===== config.mk =====
export PLATFORM = sky130hd
export DESIGN_NAME = imm_gen_pipe
export DESIGN_NICKNAME = d
export VERILOG_FILES = /design/src/rtl/imm_pkg.sv /design/src/rtl/imm_decode.sv /design/src/rtl/imm_gen_pipe.sv
export SDC_FILE = /design/constraint.sdc
export NUM_CORES = 1
export LEC_CHECK = 0
export CAP_MARGIN = 15
export CORE_MARGIN = 2
export CORE_UTILIZATION = 47
export DETAILED_ROUTE_END_ITERATION = 6
export PLACE_DENSITY = 0.76
export SLEW_MARGIN = 20
export SYNTH_ARGS = -nofsm -noshare
export SYNTH_HDL_FRONTEND = slang
export SYNTH_SLANG_ARGS = --single-unit

===== constraint.sdc =====
create_clock -name clk_i -period 1.5 [get_ports clk_i]
set_clock_uncertainty 0.1 [all_clocks]
set_input_delay 0.3 -clock clk_i [delete_from_list [all_inputs] [get_ports clk_i]]
set_output_delay 0.3 -clock clk_i [all_outputs]
set_load 0.005 [all_outputs]

===== src/rtl/imm_pkg.sv =====
// Shared types for the immediate-generation pipeline: format selects and the
// buffered entry carried through the main/skid registers.
package imm_pkg;

    typedef enum logic [2:0] {
        SEL_I = 3'd0,
        SEL_S = 3'd1,
        SEL_B = 3'd2,
        SEL_J = 3'd3,
        SEL_U = 3'd4,
        SEL_Z = 3'd5
    } imm_sel_e;

    // Every RV immediate fits in 32 bits once sign-extended from inst[31];
    // widening to XLEN happens at the output, so the entry stays XLEN-agnostic.
    typedef struct packed {
        logic [31:0] imm;
        logic        sel_err;
    } imm_entry_t;

endpackage


===== src/rtl/imm_decode.sv =====
// Purely combinational RISC-V immediate decoder producing a canonical 32-bit
// sign-extended immediate plus an illegal-select flag.
module imm_decode
    import imm_pkg::*;
#(
    parameter int XLEN    = 32,
    parameter bit EN_ZIMM = 1'b1
) (
    input  logic [24:0] inst_i,
    input  logic [2:0]  imm_sel_i,
    output imm_entry_t  entry_o
);

    generate
        if (XLEN != 32 && XLEN != 64) begin : g_bad_xlen
            $error("imm_decode: XLEN must be 32 or 64");
        end
    endgenerate

    // Re-index so bit positions read exactly like the instruction encoding.
    logic [31:7] ins;
    assign ins = inst_i;

    always_comb begin
        entry_o = '0;
        case (imm_sel_e'(imm_sel_i))
            SEL_I: entry_o.imm = {{20{ins[31]}}, ins[31:20]};
            SEL_S: entry_o.imm = {{20{ins[31]}}, ins[31:25], ins[11:7]};
            SEL_B: entry_o.imm = {{19{ins[31]}}, ins[31], ins[7], ins[30:25], ins[11:8], 1'b0};
            SEL_J: entry_o.imm = {{11{ins[31]}}, ins[31], ins[19:12], ins[20], ins[30:21], 1'b0};
            SEL_U: entry_o.imm = {ins[31:12], 12'b0};
            SEL_Z: begin
                if (EN_ZIMM) entry_o.imm = {27'b0, ins[19:15]};
                else         entry_o.sel_err = 1'b1;
            end
            default: entry_o.sel_err = 1'b1;
        endcase
    end

endmodule


===== src/rtl/imm_gen_pipe.sv =====
// Immediate generator with a registered output stage and one-entry skid buffer
// so in_ready_o never depends combinationally on out_ready_i.
module imm_gen_pipe
    import imm_pkg::*;
#(
    parameter int XLEN    = 32,
    parameter bit EN_ZIMM = 1'b1
) (
    input  logic            clk_i,
    input  logic            rst_ni,
    input  logic            flush_i,
    input  logic            in_valid_i,
    output logic            in_ready_o,
    input  logic [24:0]     inst_i,
    input  logic [2:0]      imm_sel_i,
    output logic            out_valid_o,
    input  logic            out_ready_i,
    output logic [XLEN-1:0] imm_o,
    output logic            sel_err_o
);

    imm_entry_t dec;
    imm_entry_t main_q, skid_q;
    logic       main_vld, skid_vld;
    logic       in_acc, out_xfer;

    imm_decode #(
        .XLEN    (XLEN),
        .EN_ZIMM (EN_ZIMM)
    ) u_decode (
        .inst_i    (inst_i),
        .imm_sel_i (imm_sel_i),
        .entry_o   (dec)
    );

    assign in_ready_o = ~skid_vld;
    assign in_acc     = in_valid_i & in_ready_o;
    assign out_xfer   = main_vld & out_ready_i;

    // Skid can only fill while main is stalled, and input is refused while
    // skid is full, so an accept never coincides with a skid drain.
    always_ff @(posedge clk_i) begin
        if (!rst_ni) begin
            main_q   <= '0;
            skid_q   <= '0;
            main_vld <= 1'b0;
            skid_vld <= 1'b0;
        end else if (flush_i) begin
            main_vld <= 1'b0;
            skid_vld <= 1'b0;
        end else if (out_xfer) begin
            if (skid_vld) begin
                main_q   <= skid_q;
                skid_vld <= 1'b0;
            end else if (in_acc) begin
                main_q   <= dec;
            end else begin
                main_vld <= 1'b0;
            end
        end else if (in_acc) begin
            if (main_vld) begin
                skid_q   <= dec;
                skid_vld <= 1'b1;
            end else begin
                main_q   <= dec;
                main_vld <= 1'b1;
            end
        end
    end

    assign out_valid_o = main_vld;
    assign imm_o       = XLEN'(signed'(main_q.imm));
    assign sel_err_o   = main_q.sel_err;

endmodule


==> results of run 1 <==
-- layout make-up --
type	instances	area, sq um
well taps	99	123.9
flip-flops and latches	68	1381
fillers	284	823.3
repair buffers	181	1954
clock buffers	15	166.4
inverters	5	23.77
multi-input cells	297	2711
clock inverters	1	30.03
-- layer usage --
| metal | routed length (microns) | track usage, % | vias to the layer above |
|---|---|---|---|
| met2 | 8410 | 64.16 | 555 |
| li1 | - | - | 1828 |
| met3 | 2444 | 8.969 | 206 |
| met4 | 1944 | 26.41 | 0 |
| met5 | 0 | 0 | - |
| met1 | 6584 | 46.83 | 2246 |
-- sequential cells by signal (all words and copies together) (netlist names) --
name and count:
imm_o 32, skid_q 33, sel_err_o 1, out_valid_o 1
skid_vld 1
-- where the power goes --
group / internal, mW / leakage (nW) / switching [mW] / total [mW]
Combinational: 0.573 / 1.86 / 0.627 / 1.20
Sequential: 1.87 / 0.558 / 0.0494 / 1.92
Clock: 0.865 / 0.0979 / 0.731 / 1.60
Total: 3.31 / 2.51 / 1.41 / 4.71
-- timing repair --
action / 4_1_cts / 5_1_grt
endpoints found under the setup margin: 98 / 68
setup buffers: 27 / 11
resized for setup: 174 / 105
cloned: 11 / 2
pin swaps: 28 / 34
-- how the worst max path moves through the flow --
stage,end,cells after the start,from
6_report,skid_q[21],8,flush_i
5_1_grt,imm_o[28],9,flush_i
4_1_cts,sel_err_o,7,skid_vld
3_5_place_dp,imm_o[3],6,out_ready_i
3_3_place_gp,imm_o[16],6,out_ready_i
2_1_floorplan,skid_q[30],5,skid_vld
-- synthesized netlist by cell type, types with 2 or more instances --
cell,instances
o21ai_0,25
nand3_1,3
o32ai_1,8
nor4bb_1,7
a311oi_2,7
buf_2,13
nor2_1,36
a2111oi_1,3
o21ai_1,4
inv_1,3
nor2_2,2
buf_6,8
and3b_1,2
nand4_1,7
o22ai_1,3
a211oi_1,22
nor2b_1,7
o32ai_2,4
a31oi_1,4
a211oi_2,2
mux2i_1,9
nor3b_2,2
buf_4,2
a21oi_1,23
nor4_1,8
clkbuf_1,18
dfxtp_1,68
nand2_1,65
a2111oi_0,2
nor3_1,11
o221ai_1,7
-- worst max-delay path, cell delays in order --
cell	delay, ns
dlygate4sd2_1	0.38
buf_4	0.23
nor4_4	0.26
buf_4	0.17
buf_6	0.13
buf_16	0.12
nor2_1	0.09
nor3_1	0.27
-- metrics by stage --
stage | power, mW | setup slack (ns)
2_1_floorplan | 2.298 | -0.01574
3_3_place_gp | 2.698 | -0.5854
3_5_place_dp | 2.722 | -0.7193
4_1_cts | 4.450 | -0.1665
5_1_grt | 4.806 | -0.3024
6_report | 4.713 | -0.3007
-- cells by family after synthesis --
| family | count (synthesis) | synth area share, % |
|---|---|---|
| simple gates | 162 | 23.75 |
| compound gates | 121 | 26.70 |
| mux | 10 | 2.906 |
| buf+inv | 46 | 7.355 |
| flops | 68 | 39.04 |
| xor+xnor | 1 | 0.2512 |
==> impl_results.md, run 1 <==
- Outcome: finished, violations left
- Failing checks: setup timing
- Smallest hold slack: 0.3846 ns
- Register area share after synthesis: 39.04%
- Critical path data required time: 1.65 ns
- CP max FO: 5
- Worst Setup End Kind: flop
- First-pass GRT wire length: 25,250 microns
- Routed Antenna Nets: 0
- Die Wd: 90.14 microns
- Worst Hold Path EP: skid_q[6]
- DPL Wire Length: 7248 microns
- Routed wire length: 19,380 microns
- Async SR Flop Fraction: 0%
- Syn Std Cell Area: 3487 sq um
- Synthesized instance count: 408
- Leakage: 2.513 nW
- H-Tree Depth: 3
- RSZ-0062 raised after global routing: yes
- DIE AREA: 8124 sq um
- Total track usage: 39.60%
- DP Area: 4816 sq um
- Worst reg2reg path endpoint: skid_q[21]
- # nets final: 595
- Die Ht: 90.14 microns
- Number of synthesized flops with an enable pin: 0
- DR pass1 iterations: 5
- Fin crit share: 120.0%
- Top_reg_cell synth: dfxtp_1
- Peak supply drop: 0.0005630 V
- Fmax: 0.5553 GHz
- Distinct cells, synth: 54
- CTS tree: done
- WS Path Type: in -> reg
- Crit path launch type: input pin
- Worst-Skew Late Latency: 0.35 ns
- Final instance area: 6391 sq um
- Row Count: 31
- Area Overhead vs Synth: 83.28%
- Port Buffers: 67
- Synth Net Count: 441
- DRC violations left: 0
- Num CTS Buffers: 9
- Post-synth top area cell: dfxtp_1
- CTS clk-pin slew, worst paths: 0.08 ns
- Most common cell after layout, fill and taps aside: buf_4
- Worst hold-check path type: reg -> reg
- Mapped Avg Cell Area: 8.547 sq um
- Setup TNS: -11.36 ns
- Vias in the first global route: 4,575
- Bufs on Longest Clock Path: 2
- Ant diodes: 0
- Vias per cell: 7.260
- Fin crit period: 1.801 ns
- R2R Setup Slk: -0.27 ns
- Critical Path AT: 1.95 ns
- Count of pins over their slew limit: 0
- Worst-Margin Slew: 0.6440 ns
- Worst hold stages: 2
- Max Cap Viol: 0
- CTS root buf: clkbuf_8
- Worst rel slew slack: 56.48%
- Io pins: 68
- Core region area: 7214 sq um
- GP Congestion: 0.9003
- Reg2reg path depth: 7
- Initial Util: 48.34%
- Final cell count without fillers: 666
- Overflow after GRT: 0
- YS warnings: 0
- Hold Vio Cnt, Final: 0
- Area share of the largest cell type after synthesis: 39.04%
- Register bit total from synthesis: 68
- Placed insts: 607
- Clock Sinks: 68
- Largest net degree at the start of global routing: 37
- Hold buffers post-CTS: 0
- Via count: 4,835
- Share of layout cells above drive strength 1: 52.38%
- Power density over cell area: 737.4 nW/um^2
- # setup viols final: 67
- Hold_sp: skid_q[6]
- Launch point of the worst reg-to-reg path: skid_vld
- Routed WL per cell: 29.10 microns
- Synth top area cells: dfxtp_1 (39%), nand2_1 (7.0%), a211oi_1 (4.7%)
- Detailed Route Iter0 Violations: 578
- Commonest non-fill, non-tap cells in the layout: buf_4 (65), nand2_1 (55), dfxtp_1 (54)
- Final Util: 88.59%
- PnR worst setup slack: -0.3007 ns
- Initial antenna violation count: 0
No activity file was read; power rests on OpenSTA's default activity.
==> run 2: changes to the inputs <==
--- a/config.mk
+++ b/config.mk
@@ -5,6 +5,7 @@
 export SDC_FILE = /design/constraint.sdc
 export NUM_CORES = 1
 export LEC_CHECK = 0
+export ABC_AREA = 0
 export CAP_MARGIN = 15
 export CORE_MARGIN = 2
 export CORE_UTILIZATION = 47
==> results of run 2 <==
Final layout, timing and power as in run 1 (identical DEF).
==> run 3: changes to the inputs <==
--- a/config.mk
+++ b/config.mk
@@ -7,7 +7,7 @@
 export LEC_CHECK = 0
 export ABC_AREA = 0
 export CAP_MARGIN = 15
-export CORE_MARGIN = 2
+export CORE_MARGIN = 10
 export CORE_UTILIZATION = 47
 export DETAILED_ROUTE_END_ITERATION = 6
 export PLACE_DENSITY = 0.76
==> impl_results.md, run 3 (synthesized netlist as in run 1, its figures left out) <==
- H-Tree Depth: 3
- DIE AREA: 11,260 sq um
- Initial antenna violation count: 0
- Total track usage: 25.29%
- Most common cell after layout, fill and taps aside: dfxtp_1
- Detailed Route Iter0 Violations: 497
- Crit path launch type: flop
- Routed WL per cell: 25.77 microns
- Leakage: 2.448 nW
- Via count: 4,414
- Bufs on Longest Clock Path: 2
- Final cell count without fillers: 656
- Critical Path AT: 2.00 ns
- Row Count: 31
- Die Ht: 106.1 microns
- GP Congestion: 0.8499
- Fin crit period: 1.839 ns
- Critical path data required time: 1.66 ns
- Outcome: finished, violations left
- Largest net degree at the start of global routing: 36
- Hold buffers post-CTS: 0
- Worst reg2reg path endpoint: skid_q[31]
- Reg2reg path depth: 8
- Placed insts: 611
- Launch point of the worst reg-to-reg path: out_valid_o
- CTS root buf: clkbuf_8
- Area Overhead vs Synth: 74.70%
- R2R Setup Slk: -0.34 ns
- Worst setup path start: out_valid_o
- DRC violations left: 0
- Routed wire length: 16,910 microns
- Final Util: 84.44%
- PnR worst setup slack: -0.3393 ns
- Io pins: 68
- Initial Util: 48.34%
- WS Path Type: reg -> reg
- # nets final: 585
- Worst-Skew Late Latency: 0.38 ns
- Filler instances: 371
- Fmax: 0.5437 GHz
- Hold Vio Cnt, Final: 0
- Share of layout cells above drive strength 1: 44.88%
- Worst hold-check path type: in -> reg
- First-pass GRT wire length: 23,000 microns
- DR pass1 iterations: 6
- CTS clk-pin slew, worst paths: 0.09 ns
- Commonest non-fill, non-tap cells in the layout: dfxtp_1 (65), buf_4 (63), nand2_1 (56)
- Overflow after GRT: 0
- DPL Wire Length: 7687 microns
- Ant diodes: 0
- Biggest register: skid_q
- Smallest hold slack: 0.3744 ns
- Count of pins over their slew limit: 0
- RSZ-0062 raised after global routing: yes
- Worst Setup End Kind: flop
- DP Area: 4796 sq um
- Number of flip-flops in the largest register: 33
- Clock Sinks: 68
- Vias in the first global route: 4,272
- Final instance area: 6092 sq um
- CP Capture Point: skid_q[31]
- Critical Path Slowest Stage Cell: dfxtp_4
- Failing checks: setup timing
- Cell Chain, Critical Path: nand2_4 > buf_6 > nor4_4 > buf_6 > buf_12 > buf_12 > nor2_2 > nor3_2
- Port Buffers: 67
- Num CTS Buffers: 9
- Die Wd: 106.1 microns
- Setup TNS: -8.795 ns
- CP max FO: 8
- CP peak stage delay: 0.39 ns
- Max Cap Viol: 0
- Worst rel slew slack: 63.74%
- Hold_sp: imm_sel_i[2]
- CTS tree: done
- Routed Antenna Nets: 0
- Fin crit share: 122.6%
- Vias per cell: 6.729
- Peak supply drop: 0.0005155 V
- # setup viols final: 67
- Worst-Margin Slew: 0.5407 ns
- Core region area: 7214 sq um
- Power density over cell area: 793.3 nW/um^2
run 3: cell types whose count changed in the layout (fill, tap and decap cells not counted), moves of 7 or more:
cell / delta
a21oi_1: +9
a21oi_2: -9
buf_12: -9
dfxtp_1: +11
dfxtp_2: -12
nor2_1: +7
run 3: routing by layer:
layer | wire length (microns) | share of wire (%) | track usage (%)
met1 | 5917 | 35 | 28.96
met2 | 8139 | 48 | 43.15
met3 | 1757 | 10 | 5.556
met4 | 1092 | 6.5 | 13.35
met5 | 0 | 0 | 0
run 3: timing repair:
item                       CTS  global route
hold endpoints to repair     0             0
setup buffers               17             9
gates cloned                11             1
pin swaps                   20            37
setup endpoints to repair  101            68
resized for setup          139            90
run 3: how the worst min path moves through the flow:
| stage | cells past startpoint | to |
|---|---|---|
| after floorplan | 2 | skid_q[0] |
| after global placement | 2 | skid_q[7] |
| after detailed placement | 2 | skid_q[11] |
| after CTS | 2 | skid_q[10] |
| after global routing | 2 | skid_q[8] |
| final | 3 | skid_q[3] |
run 3: through the flow:
step | power, mW | setup slack [ns]
finish | 4.833 | -0.3393
global route | 4.932 | -0.3883
CTS | 4.604 | -0.1291
detailed placement | 2.733 | -0.6254
global placement | 2.712 | -0.5740
floorplan | 2.298 | -0.01574
run 3: report_power, final:
group | internal [mW] | switching [mW] | leakage [nW] | total (mW)
logic | 0.551 | 0.567 | 1.78 | 1.12
clock network | 0.948 | 0.862 | 0.110 | 1.81
registers | 1.86 | 0.0428 | 0.554 | 1.90
run 3: final cells by class:
| class | instances | area [sq um] | area share (%) |
|---|---|---|---|
| clock buffers | 9 | 123.9 | 2.033 |
| clock inverters | 7 | 98.84 | 1.623 |
| inverters | 5 | 23.77 | 0.3902 |
| multi-input cells | 294 | 2512 | 41.24 |
| flip-flops and latches | 68 | 1370 | 22.49 |
| well taps | 99 | 123.9 | 2.033 |
| repair buffers | 174 | 1839 | 30.19 |
run 3: critical path, delay by kind of cell, from the launching register on:
kind / cells / cell delay [ns]
simple gates: 4 / 0.67
buf+inv: 4 / 0.55
flops: 1 / 0.39
